`src/rtl/fetch_stage_pkg.sv`:
```
// Shared definitions for the instruction fetch stage: width defaults and state encoding.
package fetch_stage_pkg;

  localparam int unsigned PC_W_DEF    = 10;
  localparam int unsigned INSTR_W_DEF = 32;
  localparam int unsigned CNT_W       = 16;

  typedef enum logic [0:0] {
    RUN    = 1'b0,
    HALTED = 1'b1
  } fetch_state_e;

endpackage

```
`src/rtl/sat_counter.sv`:
```
// Up-counter that sticks at its all-ones value instead of wrapping.
module sat_counter #(
  parameter int unsigned W = 16
) (
  input  logic         clk,
  input  logic         reset,
  input  logic         inc,
  output logic [W-1:0] count
);

  logic [W-1:0] count_q;
  logic [W-1:0] count_d;

  always_comb begin
    count_d = count_q;
    if (inc && (count_q != '1)) begin
      count_d = count_q + W'(1);
    end
  end

  always_ff @(posedge clk or posedge reset) begin
    if (reset) begin
      count_q <= '0;
    end else begin
      count_q <= count_d;
    end
  end

  assign count = count_q;

endmodule

```
`src/rtl/fetch_stage.sv`:
```
// Instruction fetch stage: drives pc to an external combinational memory and
// holds the fetched word in a single IF/ID register with valid/ready handshake.
module fetch_stage
  import fetch_stage_pkg::*;
#(
  parameter int unsigned          PC_W     = PC_W_DEF,
  parameter int unsigned          INSTR_W  = INSTR_W_DEF,
  parameter logic [PC_W-1:0]      RESET_PC = '0
) (
  input  logic               clk,
  input  logic               reset,
  output logic [PC_W-1:0]    pc,
  input  logic [INSTR_W-1:0] instruction,
  input  logic               branch_taken,
  input  logic [PC_W-1:0]    branch_target,
  input  logic               halt_req,
  input  logic               resume,
  output logic               out_valid,
  input  logic               out_ready,
  output logic [INSTR_W-1:0] out_instr,
  output logic [PC_W-1:0]    out_pc,
  output logic               halted,
  output logic [CNT_W-1:0]   fetch_count
);

  fetch_state_e       state_q, state_d;
  logic [PC_W-1:0]    pc_q, pc_d;
  logic               out_valid_q, out_valid_d;
  logic [INSTR_W-1:0] out_instr_q, out_instr_d;
  logic [PC_W-1:0]    out_pc_q, out_pc_d;

  logic accept;
  logic adv;

  assign accept = out_valid_q && out_ready;
  assign adv    = (state_q == RUN) && (!out_valid_q || out_ready);

  always_comb begin
    state_d     = state_q;
    pc_d        = pc_q;
    out_valid_d = out_valid_q;
    out_instr_d = out_instr_q;
    out_pc_d    = out_pc_q;

    // A redirect overrides halt/resume and capture alike, in either state.
    if (branch_taken) begin
      pc_d        = branch_target;
      out_valid_d = 1'b0;
    end else if (state_q == RUN) begin
      if (halt_req) begin
        state_d = HALTED;
        if (accept) begin
          out_valid_d = 1'b0;
        end
      end else if (adv) begin
        out_instr_d = instruction;
        out_pc_d    = pc_q;
        out_valid_d = 1'b1;
        pc_d        = pc_q + PC_W'(1);
      end
    end else begin
      if (accept) begin
        out_valid_d = 1'b0;
      end
      if (resume && !halt_req) begin
        state_d = RUN;
      end
    end
  end

  always_ff @(posedge clk or posedge reset) begin
    if (reset) begin
      state_q     <= RUN;
      pc_q        <= RESET_PC;
      out_valid_q <= 1'b0;
      out_instr_q <= '0;
      out_pc_q    <= '0;
    end else begin
      state_q     <= state_d;
      pc_q        <= pc_d;
      out_valid_q <= out_valid_d;
      out_instr_q <= out_instr_d;
      out_pc_q    <= out_pc_d;
    end
  end

  sat_counter #(
    .W (CNT_W)
  ) u_fetch_cnt (
    .clk   (clk),
    .reset (reset),
    .inc   (accept),
    .count (fetch_count)
  );

  assign pc        = pc_q;
  assign out_valid = out_valid_q;
  assign out_instr = out_instr_q;
  assign out_pc    = out_pc_q;
  assign halted    = (state_q == HALTED);

endmodule

```
`config.mk`:
```
export PLATFORM = sky130hd
export DESIGN_NAME = fetch_stage
export DESIGN_NICKNAME = d
export VERILOG_FILES = /design/src/rtl/fetch_stage_pkg.sv /design/src/rtl/sat_counter.sv /design/src/rtl/fetch_stage.sv
export SDC_FILE = /design/constraint.sdc
export NUM_CORES = 1
export LEC_CHECK = 0
export ABC_AREA = 1
export CAP_MARGIN = 5
export CORE_MARGIN = 10
export CORE_UTILIZATION = 35
export DETAILED_ROUTE_END_ITERATION = 10
export GPL_ROUTABILITY_DRIVEN = 0
export PLACE_DENSITY_LB_ADDON = 0.3
export SLEW_MARGIN = 20
export SYNTH_ARGS = -nofsm -noshare
export SYNTH_HDL_FRONTEND = slang
export SYNTH_SLANG_ARGS = --single-unit
```
`constraint.sdc`:
```
create_clock -name clk -period 3.28 [get_ports clk]
set_clock_uncertainty 0.15 [all_clocks]
set_input_delay 0.328 -clock clk [delete_from_list [all_inputs] [get_ports clk]]
set_output_delay 0.328 -clock clk [all_outputs]
set_load 0.02 [all_outputs]
```
# After elaboration in Yosys (flattened, before gate mapping)
# Index checks and enable logic that the tools add are counted.
[word_totals]
reg_bits = 70
latch_bits = 0
mem_bits_rw = 0
rom_bits = 0
inputBits = 48
output_inout_bits = 70
elab_cells = 37
mem_count = 0
[classes]
n_addsub = 2
n_mul = 0
div = 0
magnitude_cmp = 0
eq_ne = 3
shift = 0
n_mux = 12
n_bitwise = 3
n_reduce_logical = 11
[op_table]
columns = ["cell", "n"]
rows = [
  ["$mux 10", 4],
  ["$add 16x1->16 const B", 1],
  ["$ne 16x16->1 const B", 1],
  ["$add 10x1->10 const B", 1],
  ["$mux 1", 8],
  ["$logic_and 1x1->1", 4],
  ["$ne 2x2->1 const B", 2],
  ["$reduce_and 4->1", 1],
  ["$reduce_bool 4->1", 1],
  ["$not 1->1", 3],
  ["$reduce_and 3->1", 1],
  ["$logic_not 1->1", 2],
  ["$reduce_bool 2->1", 1],
  ["$logic_or 1x1->1", 1],
]

# Longest topological paths before layout
[depth]
word_depth = 7
depth_mapped = 9
depth_no_buf = 8

# Modules after synthesis
# A second synthesis with hierarchy kept.
[hier_totals]
hier_cells = 437
hier_area_um2 = 3474.6
[modules_own_cells]
columns = ["mod", "instances", "cells_each", "area_each_um2"]
rows = [
  ["fetch_stage", 1, 287, 2404.8],
  ["sat_counter", 1, 150, 1069.8],
]

# Least setup slack after synthesis
# Ideal clock, no wire load.
[synth_timing]
path_kind = "reg2reg"
startpoint = "register u_fetch_cnt.count_q[1] (netlist: u_fetch_cnt.count[1])"
endpoint = "register u_fetch_cnt.count_q[12] (netlist: u_fetch_cnt.count[12])"
t_arrival_ns = 1.504
slack_ns = 1.508
path_stages_with_launch = 10
path_buffers = 1
cell_sequence = "dfrtp_1 -> ha_1 -> inv_1 -> nor2_4 -> nand2_4 -> nor2_2 -> nor2_1 -> buf_6 -> nand2_2 -> o21ai_2"
[synth_between]
elab_chain_cells = 2
word_cells_on_any_way = 3
[synth_lines]
columns = ["element", "line_no", "source"]
rows = [
  ["from (decl)", "sat_counter.sv:11", "logic [W-1:0] count_q;"],
  ["from (signal assigned)", "sat_counter.sv:25", "count_q <= count_d;"],
  ["parallel branches: the longest is 2 deep, another holds $add 16x1->16", "--", ""],
]
# Parallel ways; which one is timed is not known.
# A chain may end at the register's enable or synchronous reset.

# Final worst setup path
[layout_timing]
startpoint = "input branch_taken"
endpoint = "register pc_q[6] (netlist: pc[6])"
[layout_between]
elab_chain_cells = 2
word_cells_on_any_way = 5
[layout_lines]
columns = ["element", "line_no", "source"]
rows = [
  ["from (decl)", "fetch_stage.sv:14", "input logic branch_taken,"],
  ["$ne 2x2->1 (no line) / $reduce_bool 2->1 (equally long branches)", "--", ""],
  ["$reduce_and 3->1 (no line)", "--", ""],
  ["to (signal assigned)", "fetch_stage.sv:80", "pc_q <= pc_d;"],
  ["to (decl)", "fetch_stage.sv:27", "logic [PC_W-1:0] pc_q, pc_d;"],
]
# Parallel ways exist; a longest one is shown, timed or not.

==> summary.md <==
| Metric | Value |
|---|---|
| Yosys reg bits | 70 |
| # diodes | 0 |
| Post-CTS Setup Repair Bufs | 0 |
| Die H | 118 um |
| Avg Inst Size Synth | 7.89 um^2 |
| Period utilisation layout | 0.647 |
| Clk_lat worst skew | 340 ps |
| FF+latch area | 1750 um^2 |
| Distinct cells, synth | 29 |
| Power density over the cells | 633 nW/um^2 |
| Die width | 118 um |
| Starting density of the core | 0.361 |
| Clk buf depth | 2 |
| Critical path required time | 3360 ps |
| Via count | 3113 |
| Area of the multi-input gates | 1400 um^2 |
| Post-DRT Antenna Nets | 0 |
| Setup Viol. Count Final | 0 |
| DR pass1 iterations | 4 |
| CTS root buffer | clkbuf_8 |
| Routed length on met2 | 4.62 mm |
| CP Class | input port to flop |
| Final Power | 3.09 mW |
| Syn Nets | 475 |
| DRT Wirelength | 9.87 mm |
| Share of layout cells above drive strength 1 | 0.0820 |
| Total CTS buffers | 9 |
| Status | finished clean |
| CTS tree | yes |
| IO buf count | 117 |
| 1st-iter DRT viols | 238 |
| Final nets | 594 |
| Fmax | 471 MHz |
| First-pass GRT wire length | 16.7 mm |
| Die ar. | 13900 um^2 |
| Vias in the first global route | 3200 |
| Crit start category | input port |
| Fin Setup TNS | 0 ps |
| Core box area | 9280 um^2 |
| DP Wirelength | 7.32 mm |
| Hold Vio Cnt, Final | 0 |
| Worst hold path type | input port to async pin |
| Met1 WL | 4.25 mm |
| Max-Cap Viols | 0 |
| Non-Filler Instances | 678 |
| Clock sink total | 70 |
| RSZ-0062 raised after global routing | false |
| Crit path capture type | flop |
| P_leak | 2.30 nW |
| Routed WL per cell | 14.6 um |
| Worst slew margin | 0.547 |
| Worst Path Arrival | 2200 ps |
| Min Tclk post-route | 2120 ps |
| CTS H-tree lvls | 3 |
| P&R area growth vs syn | 45.8% |
| Slew @ Worst Pin | 678 ps |
| Sequential area share after synthesis | 0.523 |
| Top sig layer | met4 |
| Cell count after synthesis | 425 |
| Hold_buf cts | 0 |
| Wire length on met3 | 947 um |
| Cells after DPL | 662 |
| Slew Viols, Final | 0 |
| Largest net degree at the start of global routing | 53 |
| Clk slew on worst S/H paths | 80 ps |
| Fill count | 900 |
| Ports | 118 |
| GRT Total Usage | 0.144 |
| DRC | 0 |
| Post-cts resize count | 0 |
| VDD IR max | 0.255 mV |
| Total of warnings raised by yosys | 0 |
| Antenna violations before repair | 0 |
| CP max FO | 52 |
| Vias per cell | 4.59 |
| Grt ovf | 0 |
| Std cell rows | 35 |
| Post-Syn Area | 3350 um^2 |
-- final timing paths --
check | slack [ps] | depth (start not counted) | start | endpoint
min in group clk | 330 | 2 | out_instr[1]$_DFFE_PP0P_ | out_instr[1]$_DFFE_PP0P_
worst max-delay path | 1160 | 7 | branch_taken | pc[6]$_DFFE_PP0P_
worst max register to register | 1370 | 9 | u_fetch_cnt.count[0]$_DFFE_PP0P_ | u_fetch_cnt.count[11]$_DFFE_PP0P_
worst min register to register | 330 | 2 | out_instr[1]$_DFFE_PP0P_ | out_instr[1]$_DFFE_PP0P_
max in group asynchronous | 2010 | 3 | reset | out_instr[5]$_DFFE_PP0P_
worst min-delay path | 230 | 2 | reset | pc[6]$_DFFE_PP0P_
-- metal layers --
| metal | vias up | GRT usage |
|---|---|---|
| li1 | 1552 | - |
| met1 | 1454 | 0.176 |
| met2 | 101 | 0.227 |
| met3 | 6 | 0.0633 |
| met4 | 0 | 0.0363 |
| met5 | - | 0 |
-- cell usage after synthesis --
cell | count | share of area
a21oi_1 | 2 | 0.0030
a22o_1 | 1 | 0.0026
a31oi_1 | 1 | 0.0019
buf_2 | 2 | 0.0030
buf_4 | 2 | 0.0045
buf_6 | 3 | 0.010
clkbuf_1 | 6 | 0.0067
dfrtp_1 | 70 | 0.52
ha_1 | 2 | 0.0075
inv_1 | 29 | 0.032
inv_2 | 2 | 0.0022
nand2_1 | 205 | 0.23
nand2_2 | 8 | 0.015
nand2_4 | 1 | 0.0034
nand3_1 | 17 | 0.025
nand3_2 | 1 | 0.0030
nand3b_1 | 1 | 0.0022
nand4_1 | 5 | 0.0093
nor2_1 | 25 | 0.028
nor2_2 | 2 | 0.0037
nor2_4 | 2 | 0.0067
nor3_1 | 5 | 0.0075
o211ai_1 | 3 | 0.0067
o21a_1 | 1 | 0.0022
o21ai_0 | 16 | 0.024
o21ai_2 | 7 | 0.018
o21bai_4 | 1 | 0.0056
xnor2_1 | 3 | 0.0078
xor2_1 | 2 | 0.0052
-- state kept, by name (all words and copies together), names as in the netlist --
register,cells
out_pc,10
u_fetch_cnt.count,16
out_valid,1
halted,1
pc,10
out_instr,32
-- cell families after synthesis --
logic type / synth area share
simple gates: 0.334
compound gates: 0.0642
fa+ha+maj: 0.00746
buf+inv: 0.0590
xor+xnor: 0.0131
flops: 0.523
-- worst max-delay path, cell delays in order --
cell,delay (ps)
clkdlybuf4s50_1,750
inv_2,160
nand3_2,120
buf_4,450
nor2_1,140
a21oi_1,180
nand2_1,70
-- layout by cell type (no fill, tap or decap) --
cell type	netlist	layout
o211ai_1	3	3
o21ai_0	16	16
nor3_1	5	5
nand4_1	5	5
a21oi_1	2	2
xnor2_1	3	3
clkinvlp_4	0	1
nor2_4	2	2
xor2_1	2	2
a31oi_1	1	1
nand3b_1	1	1
nand3_2	1	1
o21a_1	1	1
inv_2	2	3
nand2_2	8	8
nand2_1	205	205
clkbuf_8	0	10
inv_1	29	28
a22o_1	1	1
nor2_2	2	2
dfrtp_1	70	70
bufinv_16	0	3
o21bai_4	1	1
buf_4	2	4
inv_6	0	2
nand2_4	1	1
nand3_1	17	17
o21ai_2	7	7
ha_1	2	2
clkdlybuf4s50_1	0	117
nor2_1	25	25
-- layout make-up --
class                   instances  area share
flip-flops and latches         70       0.359
multi-input cells             311       0.287
repair buffers                121       0.246
well taps                     129      0.0330
clock buffers                  10      0.0282
inverters                      31      0.0238
clock inverters                 6      0.0236
-- power by group --
part | leakage (nW) | internal (mW) | total, mW | switching (mW)
Clock | 0.124 | 0.532 | 0.881 | 0.349
Combinational | 1.30 | 0.472 | 1.01 | 0.542
Sequential | 0.876 | 1.04 | 1.20 | 0.159
Total | 2.30 | 2.04 | 3.09 | 1.05
-- through the flow --
| step | setup WS (ps) | area (um^2) | util | hold WS, ps |
|---|---|---|---|---|
| 3_3_place_gp | 902 | 4630 | 0.499 | 313 |
| 5_1_grt | 1070 | 4890 | 0.526 | 250 |
| 4_1_cts | 1200 | 4890 | 0.526 | 226 |
| 6_report | 1160 | 4890 | 0.526 | 228 |
| 3_5_place_dp | 877 | 4630 | 0.499 | 314 |
| 2_1_floorplan | 1030 | 3350 | - | 288 |
Power figures use the tool's default switching activity.
